===== config.mk =====
export PLATFORM = sky130hd
export DESIGN_NAME = regfile_read_port_pair_flat
export DESIGN_NICKNAME = d
export VERILOG_FILES = /design/src/rtl/regfile_read_port_pair_if.sv /design/src/rtl/regfile_read_port_pair.sv /design/src/flat_wrapper.sv
export SDC_FILE = /design/constraint.sdc
export NUM_CORES = 1
export LEC_CHECK = 0
export CAP_MARGIN = 10
export CORE_UTILIZATION = 25
export DETAILED_ROUTE_END_ITERATION = 12
export PLACE_DENSITY_LB_ADDON = 0.1
export SLEW_MARGIN = 0
export SYNTH_ARGS = -nofsm -noshare
export SYNTH_HDL_FRONTEND = slang
export SYNTH_HIERARCHICAL = 1
export SYNTH_SLANG_ARGS = --single-unit

===== constraint.sdc =====
create_clock -name clk -period 1.7 [get_ports clk]
set_input_delay 0.17 -clock clk [delete_from_list [all_inputs] [get_ports clk]]
set_output_delay 0.17 -clock clk [all_outputs]
set_load 0.02 [all_outputs]

===== src/rtl/regfile_read_port_pair_if.sv =====
// Decode/execute-facing bus of the 16-entry register file: one write port and
// two registered read ports with valid and one-hot read wordlines.
interface regfile_read_port_pair_if #(
  parameter int WIDTH = 16
);
  logic             WriteReg;
  logic [3:0]       DstReg;
  logic [WIDTH-1:0] DstData;
  logic             ReadEn1;
  logic [3:0]       SrcReg1;
  logic             ReadEn2;
  logic [3:0]       SrcReg2;
  logic [WIDTH-1:0] SrcData1;
  logic [WIDTH-1:0] SrcData2;
  logic             RdValid1;
  logic             RdValid2;
  logic [15:0]      RdSel1;
  logic [15:0]      RdSel2;

  modport master (
    output WriteReg, DstReg, DstData, ReadEn1, SrcReg1, ReadEn2, SrcReg2,
    input  SrcData1, SrcData2, RdValid1, RdValid2, RdSel1, RdSel2
  );

  modport slave (
    input  WriteReg, DstReg, DstData, ReadEn1, SrcReg1, ReadEn2, SrcReg2,
    output SrcData1, SrcData2, RdValid1, RdValid2, RdSel1, RdSel2
  );
endinterface


===== src/rtl/regfile_read_port_pair.sv =====
// 16 x WIDTH register file, R0 hardwired to zero, two registered read ports.
// Optional macro RF_BYPASS_EN: same-cycle write data is forwarded to a read.

module regfile_rd_port #(
  parameter int WIDTH = 16
) (
  input  logic                   clk,
  input  logic                   rst_n,
  input  logic                   rd_en,
  input  logic [3:0]             rd_addr,
  input  logic [15:0][WIDTH-1:0] regs,
  input  logic                   byp,
  input  logic [WIDTH-1:0]       byp_data,
  output logic [15:0]            rd_sel,
  output logic [WIDTH-1:0]       rd_data,
  output logic                   rd_vld
);
  localparam int STAGES = 1;

  logic [STAGES:0]  vld_pipe;
  logic [WIDTH-1:0] mux;
  logic [WIDTH-1:0] nxt;

  always_comb begin
    rd_sel = '0;
    if (rd_en) rd_sel = 16'h0001 << rd_addr;
  end

  // Plain AND-OR: rd_sel is one-hot so no priority is needed.
  always_comb begin
    mux = '0;
    for (int i = 0; i < 16; i++) mux = mux | (regs[i] & {WIDTH{rd_sel[i]}});
  end

  assign nxt = byp ? byp_data : mux;

  assign vld_pipe[0] = rd_en;
  assign rd_vld      = vld_pipe[STAGES];

  always_ff @(posedge clk or negedge rst_n) begin
    if (!rst_n) begin
      vld_pipe[STAGES:1] <= '0;
      rd_data            <= '0;
    end else begin
      vld_pipe[STAGES:1] <= vld_pipe[STAGES-1:0];
      if (rd_en) rd_data <= nxt;
    end
  end
endmodule

module regfile_read_port_pair #(
  parameter int WIDTH = 16
) (
  input  logic                     clk,
  input  logic                     rst_n,
  regfile_read_port_pair_if.slave  bus
);
  localparam int NUM_LANES = 2;

  logic [15:0][WIDTH-1:0] regs;
  logic [15:0]            wr_sel;

  logic [NUM_LANES-1:0]             rd_en;
  logic [NUM_LANES-1:0][3:0]        rd_addr;
  logic [NUM_LANES-1:0]             byp;
  logic [NUM_LANES-1:0][15:0]       rd_sel;
  logic [NUM_LANES-1:0][WIDTH-1:0]  rd_data;
  logic [NUM_LANES-1:0]             rd_vld;

  // Write wordline; bit 0 masked so R0 never leaves its reset value.
  always_comb begin
    wr_sel = '0;
    if (bus.WriteReg) wr_sel = 16'h0001 << bus.DstReg;
    wr_sel[0] = 1'b0;
  end

  always_ff @(posedge clk or negedge rst_n) begin
    if (!rst_n) begin
      regs <= '0;
    end else begin
      for (int i = 1; i < 16; i++)
        if (wr_sel[i]) regs[i] <= bus.DstData;
    end
  end

  assign rd_en   = {bus.ReadEn2, bus.ReadEn1};
  assign rd_addr = {bus.SrcReg2, bus.SrcReg1};

  generate
    for (genvar l = 0; l < NUM_LANES; l++) begin : g_lane
`ifdef RF_BYPASS_EN
      assign byp[l] = bus.WriteReg && (bus.DstReg == rd_addr[l]) && (rd_addr[l] != 4'd0);
`else
      assign byp[l] = 1'b0;
`endif
      regfile_rd_port #(.WIDTH(WIDTH)) u_rd (
        .clk      (clk),
        .rst_n    (rst_n),
        .rd_en    (rd_en[l]),
        .rd_addr  (rd_addr[l]),
        .regs     (regs),
        .byp      (byp[l]),
        .byp_data (bus.DstData),
        .rd_sel   (rd_sel[l]),
        .rd_data  (rd_data[l]),
        .rd_vld   (rd_vld[l])
      );
    end
  endgenerate

  assign bus.RdSel1   = rd_sel[0];
  assign bus.RdSel2   = rd_sel[1];
  assign bus.SrcData1 = rd_data[0];
  assign bus.SrcData2 = rd_data[1];
  assign bus.RdValid1 = rd_vld[0];
  assign bus.RdValid2 = rd_vld[1];
endmodule


===== src/flat_wrapper.sv =====
// flat-port wrapper written by rule: the top's interface ports become plain ports
module regfile_read_port_pair_flat 
#(
  parameter int WIDTH = 16
)
  (clk, rst_n, bus_WriteReg, bus_DstReg, bus_DstData, bus_ReadEn1, bus_SrcReg1, bus_ReadEn2, bus_SrcReg2, bus_SrcData1, bus_SrcData2, bus_RdValid1, bus_RdValid2, bus_RdSel1, bus_RdSel2);
  regfile_read_port_pair_if #(.WIDTH(WIDTH)) bus_i ();
  input  logic clk;
  input  logic rst_n;
  input wire logic [$bits(bus_i.WriteReg)-1:0] bus_WriteReg;
  input wire logic [$bits(bus_i.DstReg)-1:0] bus_DstReg;
  input wire logic [$bits(bus_i.DstData)-1:0] bus_DstData;
  input wire logic [$bits(bus_i.ReadEn1)-1:0] bus_ReadEn1;
  input wire logic [$bits(bus_i.SrcReg1)-1:0] bus_SrcReg1;
  input wire logic [$bits(bus_i.ReadEn2)-1:0] bus_ReadEn2;
  input wire logic [$bits(bus_i.SrcReg2)-1:0] bus_SrcReg2;
  output wire logic [$bits(bus_i.SrcData1)-1:0] bus_SrcData1;
  output wire logic [$bits(bus_i.SrcData2)-1:0] bus_SrcData2;
  output wire logic [$bits(bus_i.RdValid1)-1:0] bus_RdValid1;
  output wire logic [$bits(bus_i.RdValid2)-1:0] bus_RdValid2;
  output wire logic [$bits(bus_i.RdSel1)-1:0] bus_RdSel1;
  output wire logic [$bits(bus_i.RdSel2)-1:0] bus_RdSel2;
  assign bus_i.WriteReg = bus_WriteReg;
  assign bus_i.DstReg = bus_DstReg;
  assign bus_i.DstData = bus_DstData;
  assign bus_i.ReadEn1 = bus_ReadEn1;
  assign bus_i.SrcReg1 = bus_SrcReg1;
  assign bus_i.ReadEn2 = bus_ReadEn2;
  assign bus_i.SrcReg2 = bus_SrcReg2;
  assign bus_SrcData1 = bus_i.SrcData1;
  assign bus_SrcData2 = bus_i.SrcData2;
  assign bus_RdValid1 = bus_i.RdValid1;
  assign bus_RdValid2 = bus_i.RdValid2;
  assign bus_RdSel1 = bus_i.RdSel1;
  assign bus_RdSel2 = bus_i.RdSel2;
  regfile_read_port_pair #(.WIDTH(WIDTH)) u_core (.clk(clk), .rst_n(rst_n), .bus(bus_i));
endmodule

==> run metrics <==
n_diodes 0; Total GRT Usage ~25%; layout cells sized above 1 44.6%; Detailed Place HPWL 53.8 mm; DR vias approximately 13000; Critical Path AT approximately 1.5 ns; RSZ-0062 raised after global routing no; CTS sink cnt roughly 270; CORE AREA 56800 um^2; Clk Tree Root Cell clkbuf_16; first-pass GRT wire length about 100 mm; DR vias/cell 5.35; CP Capture Type output pin; Die H ~240 um; crit start category primary input; MaxCap Viol Count 0; area delta synth->final 36.9%; ys flop type dfrtp_1; relative slew slack approximately a tenth; Cells after Synth approximately 1200; Worst-Skew Late Latency about 0.58 ns; Mapped Area 14500 um^2; Worst-Margin Slew between 1 and 1.5 ns; fraction of registers with async set/reset 100%; antenna violations before repair 5; Unique masters post-synth between 70 and 80; final hold violations 0; CP Class in2out; TritonCTS clock tree done; IO Pins slightly below 100; Remaining Overflow, GRT 0; Final Max Tran Viols 0; Max Fclk 600 MHz; Post-Syn Area per Cell about 12 um^2; wire length on met3 between 4 and 5 mm; minimum period implied by the final worst setup slack between 1.5 and 2 ns; DRC 0; largest net degree at the start of global routing 69; Hold WC Path Type in2async; pwr dens 1040 nW/um^2; Critical Path RT approximately 1.5 ns; vias in the first global route between 10000 and 15000; die width 243 um; Max Root-Sink Buffers 3; H-Tree Depth 2; Ys Warns 38; Static Leakage 8.38 nW; Final Non-Filler Cells approximately 2300; WL met1 approximately 33 mm; Post-synth EDFFs 0; DRT Pass-1 Iters 5; post-route ant nets 0; initial DRC count ~1100; RD Place Congestion just over 0.9; top routing layer used met5; Routed WL approximately 74 mm; ratio of final minimum period to clock period a little over nine tenths; fin nets about 1600; Die ar. 58800 um^2; clk_skew roughly 0.029 ns; sequential share of the synthesized area a little under half; CTS Buf Count 35; Max VDD drop just over 0.0006 V; IO buf count 98; Initial Utilization between 20% and 30%; synthesis-stage register bit count 274; status finished clean; FP Rows just under 90; Reg clk slew, reported paths ~0.050 ns; overall power 0.0206 W; met2 WL ~35 mm; Max FO, Critical Path 6; Final Setup Violations 0; placed cells roughly 2300; drt wl/cell ~32 um
## path summary, 6_finish.rpt
check,from,end,slack (ns),cells past startpoint
worst min-delay path,rst_n,u_core/regs[72],0.08,2
max in group asynchronous,rst_n,u_core/regs[95],0.87,3
worst max-delay path,bus_SrcReg1[0],bus_RdSel1[12],0.03,6
worst max register to register,u_core/regs[151],u_core/g_lane[1].u_rd/rd_data[7],0.06,5
min in group clk,bus_ReadEn1,u_core/g_lane[0].u_rd/rd_vld,0.11,2
worst min register to register,u_core/regs[53],u_core/regs[53],0.53,1
## critical path: stages
cell and delay, ns:
clkdlybuf4s15_2 0.23, buf_4 0.17, nand3b_4 0.25, nor2_4 0.19, buf_4 0.15, clkdlybuf4s15_1 0.32
## metrics by stage
step	instance area (um^2)	TNS [ns]	hold WS, ns	util, %	setup WS, ns
6_report	19800	0	0.0802	34.9	0.0325
5_1_grt	19800	0	0.0957	34.9	0.00811
4_1_cts	19800	-0.0553	0.0657	34.8	-0.0553
3_5_place_dp	18500	-88.70	0.0642	32.5	-1.03
3_3_place_gp	18500	-87.89	0.0628	32.5	-1.03
2_1_floorplan	14600	0	-0.126	-	0.0118
## layout by cell type (no fill, tap or decap), types with 13 or more instances in the layout
cell type,synthesis,layout
clkdlybuf4s50_1,0,22
clkdlybuf4s15_2,0,13
and4_1,19,19
clkbuf_16,0,35
mux2_2,258,258
o21ai_0,15,15
buf_12,0,41
nor2_2,18,15
dfrtp_1,274,274
nor2_1,28,16
a21oi_1,39,39
buf_4,9,246
a22oi_1,111,111
a221oi_1,16,15
buf_2,46,14
conb_1,1,39
a22o_1,18,18
o22ai_1,32,32
nor2_4,5,20
nand2_1,16,16
and3_1,26,26
mux2i_1,48,48
dlygate4sd2_1,0,38
## logic make-up after synthesis
| logic type | share of synthesized area [%] |
|---|---|
| flops | 47.4 |
| mux | 23.8 |
| buf+inv | 3.95 |
| other cells | 0.0259 |
| simple gates | 9.53 |
| compound gates | 15.3 |
## repair_timing
action,in CTS,in global routing
setup buffers,16,6
hold buffers,1,0
pin swaps,8,5
gates resized for setup,163,18
hold endpoints to repair,274,0
setup endpoints to repair,97,29
## cell usage after synthesis, types with 8 or more instances
cell       number  area, um^2
a2111oi_0       8        70.1
a21oi_1        39         195
a21oi_2         8        70.1
a221oi_1       16         140
a222oi_1        9        90.1
a22o_1         18         158
a22oi_1       111         833
a31oi_1        10        62.6
and3_1         26         163
and4_1         19         166
buf_2          46         230
buf_4           9        67.6
buf_6          15         169
clkbuf_1       24        90.1
dfrtp_1       274        6860
mux2_2        258        2910
mux2i_1        48         480
nand2_1        16        60.1
nand2b_1       10        62.6
nand3_1        11        55.1
nand3b_1       12        90.1
nor2_1         28         105
nor2_2         18         113
nor2b_1        12        75.1
nor3_1         12        60.1
o21ai_0        15        75.1
o22ai_1        32         200
## flip-flops by register name, summed over array words and instances (netlist names)
signal,count
u_core/g_lane.u_rd/rd_data,32
u_core/g_lane.u_rd/rd_vld,2
u_core/regs,240
## per-layer routing
metal / track usage [%] / up-vias
li1: - / 5336
met1: 34.0 / 6621
met2: 41.2 / 464
met3: 3.85 / 108
met4: 8.07 / 2
met5: 0 / -
## power by group
| part | internal, W | switching [W] | total (W) | leakage (nW) |
|---|---|---|---|---|
| combinational | 0.00208 | 0.00180 | 0.00388 | 4.50 |
| sequential | 0.00796 | 0.00155 | 0.00951 | 3.35 |
| clock | 0.00419 | 0.00306 | 0.00725 | 0.530 |
| total | 0.0142 | 0.00641 | 0.0206 | 8.38 |
## layout make-up
cell class              instances  area, um^2
fillers                      5733       37000
multi-input cells             858        7340
flip-flops and latches        274        6860
repair buffers                388        3570
clock buffers                  49         978
well taps                     756         946
clock inverters                13         109
inverters                       3        11.3
Note: power is estimated with default switching activity, not from simulation.
